**config.mk**
```make
export PLATFORM = sky130hd
export DESIGN_NAME = tl_phase_sched
export DESIGN_NICKNAME = d
export VERILOG_FILES = /design/src/rtl/tl_phase_sched.sv
export SDC_FILE = /design/constraint.sdc
export NUM_CORES = 1
export LEC_CHECK = 0
export ABC_CLOCK_PERIOD_IN_PS = 4100
export BUFFER_PORTS_ARGS = -buffer_cell sky130_fd_sc_hd__buf_2
export CORE_ASPECT_RATIO = 1.75
export CORE_MARGIN = 3
export CORE_UTILIZATION = 51
export CTS_BUF_LIST = sky130_fd_sc_hd__clkbuf_8
export DETAILED_ROUTE_END_ITERATION = 16
export HOLD_SLACK_MARGIN = 0.02
export PLACE_DENSITY = 0.68
export SYNTH_ARGS = -nofsm -noshare
export SYNTH_HDL_FRONTEND = slang
export SYNTH_SLANG_ARGS = --single-unit
```
**constraint.sdc**
```tcl
create_clock -name clk -period 4.1 [get_ports clk]
set_input_delay 0.41 -clock clk [delete_from_list [all_inputs] [get_ports clk]]
set_output_delay 0.41 -clock clk [all_outputs]
set_load 0.05 [all_outputs]
```
**src/rtl/tl_phase_sched.sv**
```systemverilog
// Two-road intersection phase scheduler: green/yellow/all-red sequencing with
// vehicle sensors, latched pedestrian requests and an emergency override.
module tl_phase_sched #(
    parameter int unsigned GMIN = 5,
    parameter int unsigned GMAX = 20,
    parameter int unsigned YEL  = 3,
    parameter int unsigned ARD  = 1,
    parameter int unsigned WALK = 4
) (
    input  logic       clk,
    input  logic       reset,
    input  logic       Ta,
    input  logic       Tb,
    input  logic       Pa,
    input  logic       Pb,
    input  logic       emg,
    output logic [1:0] La,
    output logic [1:0] Lb,
    output logic       walk_a,
    output logic       walk_b,
    output logic [2:0] phase
);

    typedef enum logic [2:0] {
        S_AG  = 3'd0,
        S_AY  = 3'd1,
        S_AR  = 3'd2,
        S_BG  = 3'd3,
        S_BY  = 3'd4,
        S_BR  = 3'd5,
        S_EMG = 3'd6
    } state_t;

    localparam logic [1:0] L_GRN = 2'b00;
    localparam logic [1:0] L_YEL = 2'b01;
    localparam logic [1:0] L_RED = 2'b10;

    // Limits expressed as cycle counts, compared against timer+1 (cycles spent in state).
    localparam logic [8:0] C_GMIN = 9'(GMIN);
    localparam logic [8:0] C_GMAX = 9'(GMAX);
    localparam logic [8:0] C_YEL  = 9'(YEL);
    localparam logic [8:0] C_ARD  = 9'(ARD);
    localparam logic [7:0] C_WALK = 8'(WALK);

    state_t     r_state;
    state_t     w_next;
    logic [7:0] r_timer;
    logic       r_req_a;
    logic       r_req_b;
    logic       r_walk_en_a;
    logic       r_walk_en_b;
    logic       r_ar_home;
    logic [8:0] w_elapsed;
    logic       w_sw_a;
    logic       w_sw_b;
    logic       w_change;
    logic       w_enter_ag;
    logic       w_enter_bg;

    assign w_elapsed  = {1'b0, r_timer} + 9'd1;
    assign w_sw_a     = Ta | r_req_a;
    assign w_sw_b     = Tb | r_req_b;
    assign w_change   = (w_next != r_state);
    assign w_enter_ag = w_change && (w_next == S_AG);
    assign w_enter_bg = w_change && (w_next == S_BG);

    always_comb begin
        // NOTE: default first so every path assigns w_next and no latch is inferred.
        w_next = r_state;
        case (r_state)
            S_AG: begin
                if (emg || ((w_elapsed >= C_GMIN) && w_sw_b && (!Ta || (w_elapsed >= C_GMAX))))
                    w_next = S_AY;
            end
            S_AY: begin
                if (w_elapsed >= C_YEL)
                    w_next = emg ? S_EMG : S_AR;
            end
            S_AR: begin
                if (emg)
                    w_next = S_EMG;
                else if (w_elapsed >= C_ARD)
                    w_next = r_ar_home ? S_AG : S_BG;
            end
            S_BG: begin
                if (emg || ((w_elapsed >= C_GMIN) && w_sw_a && (!Tb || (w_elapsed >= C_GMAX))))
                    w_next = S_BY;
            end
            S_BY: begin
                if (w_elapsed >= C_YEL)
                    w_next = emg ? S_EMG : S_BR;
            end
            S_BR: begin
                if (emg)
                    w_next = S_EMG;
                else if (w_elapsed >= C_ARD)
                    w_next = S_AG;
            end
            S_EMG: begin
                if (!emg)
                    w_next = S_AR;
            end
            default: w_next = S_AG;
        endcase
    end

    // NOTE: sequential state uses non-blocking assignments so every register samples pre-edge values.
    always_ff @(posedge clk or negedge reset) begin
        if (!reset) begin
            r_state     <= S_AG;
            r_timer     <= 8'd0;
            r_req_a     <= 1'b0;
            r_req_b     <= 1'b0;
            r_walk_en_a <= 1'b0;
            r_walk_en_b <= 1'b0;
            r_ar_home   <= 1'b0;
        end else begin
            r_state <= w_next;

            if (w_change)
                r_timer <= 8'd0;
            else if (r_timer != 8'hFF)
                r_timer <= r_timer + 8'd1;

            // Entry into a green grants walk from the held latch and clears it, beating a new request.
            if (w_enter_ag) begin
                r_walk_en_a <= r_req_a;
                r_req_a     <= 1'b0;
            end else if (Pa) begin
                r_req_a <= 1'b1;
            end

            if (w_enter_bg) begin
                r_walk_en_b <= r_req_b;
                r_req_b     <= 1'b0;
            end else if (Pb) begin
                r_req_b <= 1'b1;
            end

            // All-red reached from EMG returns to road A rather than handing over to B.
            if (w_change)
                r_ar_home <= (r_state == S_EMG);
        end
    end

    always_comb begin
        La = L_RED;
        Lb = L_RED;
        case (r_state)
            S_AG:    La = L_GRN;
            S_AY:    La = L_YEL;
            S_BG:    Lb = L_GRN;
            S_BY:    Lb = L_YEL;
            default: ;
        endcase
    end

    assign walk_a = (r_state == S_AG) && r_walk_en_a && (r_timer < C_WALK);
    assign walk_b = (r_state == S_BG) && r_walk_en_b && (r_timer < C_WALK);
    assign phase  = r_state;

endmodule

```
==> impl_results.md <==
- Outcome: completed
- Ys flop type: dfrtp_1
- Worst-Skew Late Latency: 0.26 ns
- Clock slew at reported path FFs: 0.07 ns
- Share of layout cells above drive strength 1: 18.18%
- Vias post-DR: 1300
- Switch Pwr: 0.5412 mW
- Syn_nets: 177
- Slew headroom: 59.23%
- Number of buffers added on ports: 15
- FP Rows: 24
- Pwr dens: 701.4 nW/um^2
- Crit path max fanout: 10
- Mapped Area: 1366 sq um
- Synth area leader: dfrtp_1
- Setup Viol. Count Final: 0
- Num CTS Buffers: 3
- Clock sinks: 16
- WP data required: 4.23 ns
- Hold_buf cts: 0
- Die Height: 74.47 microns
- Fin crit share: 87.51%
- Final cell count without fillers: 202
- First-pass detailed-route iteration total: 4
- Antenna violations before repair: 0
- Nets: 187
- Final antenna-violating net count: 0
- Placed insts: 198
- VDD IR max: 268.4 uV
- Die X: 45.13 microns
- Sequential Power Share: 27.0%
- Via density per instance: 6.436
- Crit path setup slack, layout: 0.5121 ns
- Warnings from Yosys: 0
- Peak Freq: 0.2787 GHz
- Type of origin of the critical path: flip-flop
- Post-cts sizing count: 0
- Final Util: 58.73%
- Cells after Synth: 167
- DRC: 0
- Area Overhead vs Synth: 8.425%
- Mean Syn Cell Area: 8.181 sq um
- Vias in the first global route: 1210
- DP Wirelength: 2711 microns
- Initial Util: 54.17%
- Count leader, synth: nor2_1
- Seq/Total Area, Yosys: 29.30%
- EDFF count, synth: 0
- Largest cells by area after synthesis: dfrtp_1 29%, nor2_1 5.8%, nand2_1 3.3%, nand3_1 2.9%, ha_1 2.7%
- First-pass GRT wire length: 5616 microns
- Switching Share: 52.09%
- Clock share of power: 13.9%
- Crit path time final: 3.588 ns
- Post-CTS Repair Setup Buffers: 0
- ANT cells: 0
- Post-place setup slack: 0.5291 ns
- Max_cap viols: 0
- Worst-Margin Slew: 0.6063 ns
- Drt wl/cell: 16.95 microns
- Setup_tns: 0 ns
- Core region area: 2522 sq um
- Overall routing resource usage: 22.80%
- Post-synth top cells: 21 x nor2_1, 16 x dfrtp_1, 12 x nand2_1
- Clk root buf: clkbuf_8
- CP Class: flip-flop to flip-flop
- Arrival @ worst endpoint: 3.72 ns
- Post-synthesis register bit count: 16
- Deepest clock path buffer count: 2
- Grt ovf: 0
- RSZ-0062 raised after global routing: no
- Ys async rst share: 100.0%
- Worst clock skew: 0.008333 ns
- WHS: 0.06387 ns
- Combinational share of power: 59.1%
- GPL Wtd Cong: 0.8991
- Placed inst area: 1426 sq um
- Final WL: 3424 microns
- Worst Hold Class: input pin to asynchronous set/reset pin
- Tot Pwr: 1.039 mW
- I/O pin count: 16
- Post-Layout Inst Area: 1481 sq um
- Pleak: 0.6611 nW
- Synth cell types: 52
- Internal: 0.4978 mW
- Endpoint type of the worst setup path: flip-flop
- CTS tree: built
- Area of the die: 3360 sq um
- Hold Fails Final Rpt: 0
- Slew Limit Fails: 0
- Initial DRC count: 34
- Largest net degree at the start of global routing: 17
- Htree depth: 1
- Share of the synthesized area in the top cell type: 29.30%
## registers in the layout (all words and copies together) (netlist names)
| signal | cells |
|---|---|
| r_walk_en_a | 1 |
| phase | 3 |
| r_ar_home | 1 |
| r_req_a | 1 |
| r_req_b | 1 |
| r_walk_en_b | 1 |
| r_timer | 8 |
## layer usage
layer / GRT usage [%] / part of all wire [%] / vias to the layer above
li1: - / - / 628
met1: 23.46 / 38 / 627
met2: 41.48 / 55 / 29
met3: 3.632 / 3.0 / 16
met4: 13.03 / 4.6 / 0
met5: 0 / 0 / -
## power by group through the flow
stage,clock network (mW),logic (mW),registers [mW]
after floorplan,0,0.479,0.283
after global placement,0,0.614,0.279
after detailed placement,0,0.617,0.285
after CTS,0.147,0.619,0.282
after global routing,0.154,0.676,0.290
final,0.145,0.614,0.281
## layout by cell type, fill, tap and decap left out, drive strengths merged, types with 2 or more instances in the layout
master	instances
o31ai	2
and4	3
dfrtp	16
nand3	8
nor2b	2
and3	4
mux2	2
mux2i	4
a22o	2
buf	17
a311oi	2
o211ai	2
xor2	4
nor3b	3
clkbuf	4
o21ai	8
o21a	2
nor3	5
nand2b	4
or3	2
nand4	3
a31oi	4
nand2	12
a21oi	6
or2	2
inv	8
ha	3
nor2	21
xnor2	2
a211o	2
a211oi	2
## final timing paths
| path | startpoint | end | slack [ns] | cells after the start |
|---|---|---|---|---|
| max | r_timer[1]$_DFFE_PN0P_ | r_ar_home$_DFFE_PN0P_ | 0.51 | 10 |
| min | reset | phase[2]$_DFF_PN0_ | 0.06 | 1 |
| max reg2reg | r_timer[1]$_DFFE_PN0P_ | r_ar_home$_DFFE_PN0P_ | 0.51 | 10 |
| min reg2reg | r_walk_en_a$_DFFE_PN0P_ | r_walk_en_a$_DFFE_PN0P_ | 0.49 | 1 |
| max in group asynchronous | reset | r_walk_en_a$_DFFE_PN0P_ | 3.74 | 1 |
| min in group clk | Pb | r_req_b$_DFFE_PN0P_ | 0.36 | 2 |
## critical path, stage by stage (launching register included)
cell       delay (ns)
dfrtp_1          0.50
ha_1             0.36
nand3_1          0.16
or4_4            0.58
a2111oi_2        0.50
and3_1           0.28
o21ai_1          0.10
a211oi_2         0.35
mux2i_2          0.14
a31oi_4          0.38
o2bb2ai_1        0.13
## logic make-up after synthesis
| logic type | synth area share (%) |
|---|---|
| and+or+nand+nor | 28.21 |
| AOI/OAI and AO/OA | 24.27 |
| buffers and inverters | 6.777 |
| DFF | 29.30 |
| xor gates and xnor gates | 3.846 |
| muxes | 4.853 |
| adders and majority gates | 2.748 |
## layout make-up
| class | count | area [sq um] |
|---|---|---|
| inverters | 8 | 30.03 |
| repair buffers | 17 | 90.09 |
| flip-flops and latches | 16 | 400.4 |
| clock buffers | 4 | 55.05 |
| well taps | 26 | 32.53 |
| multi-input cells | 131 | 873.3 |
| fillers | 251 | 1041 |
(Power assumes the default switching activity.)
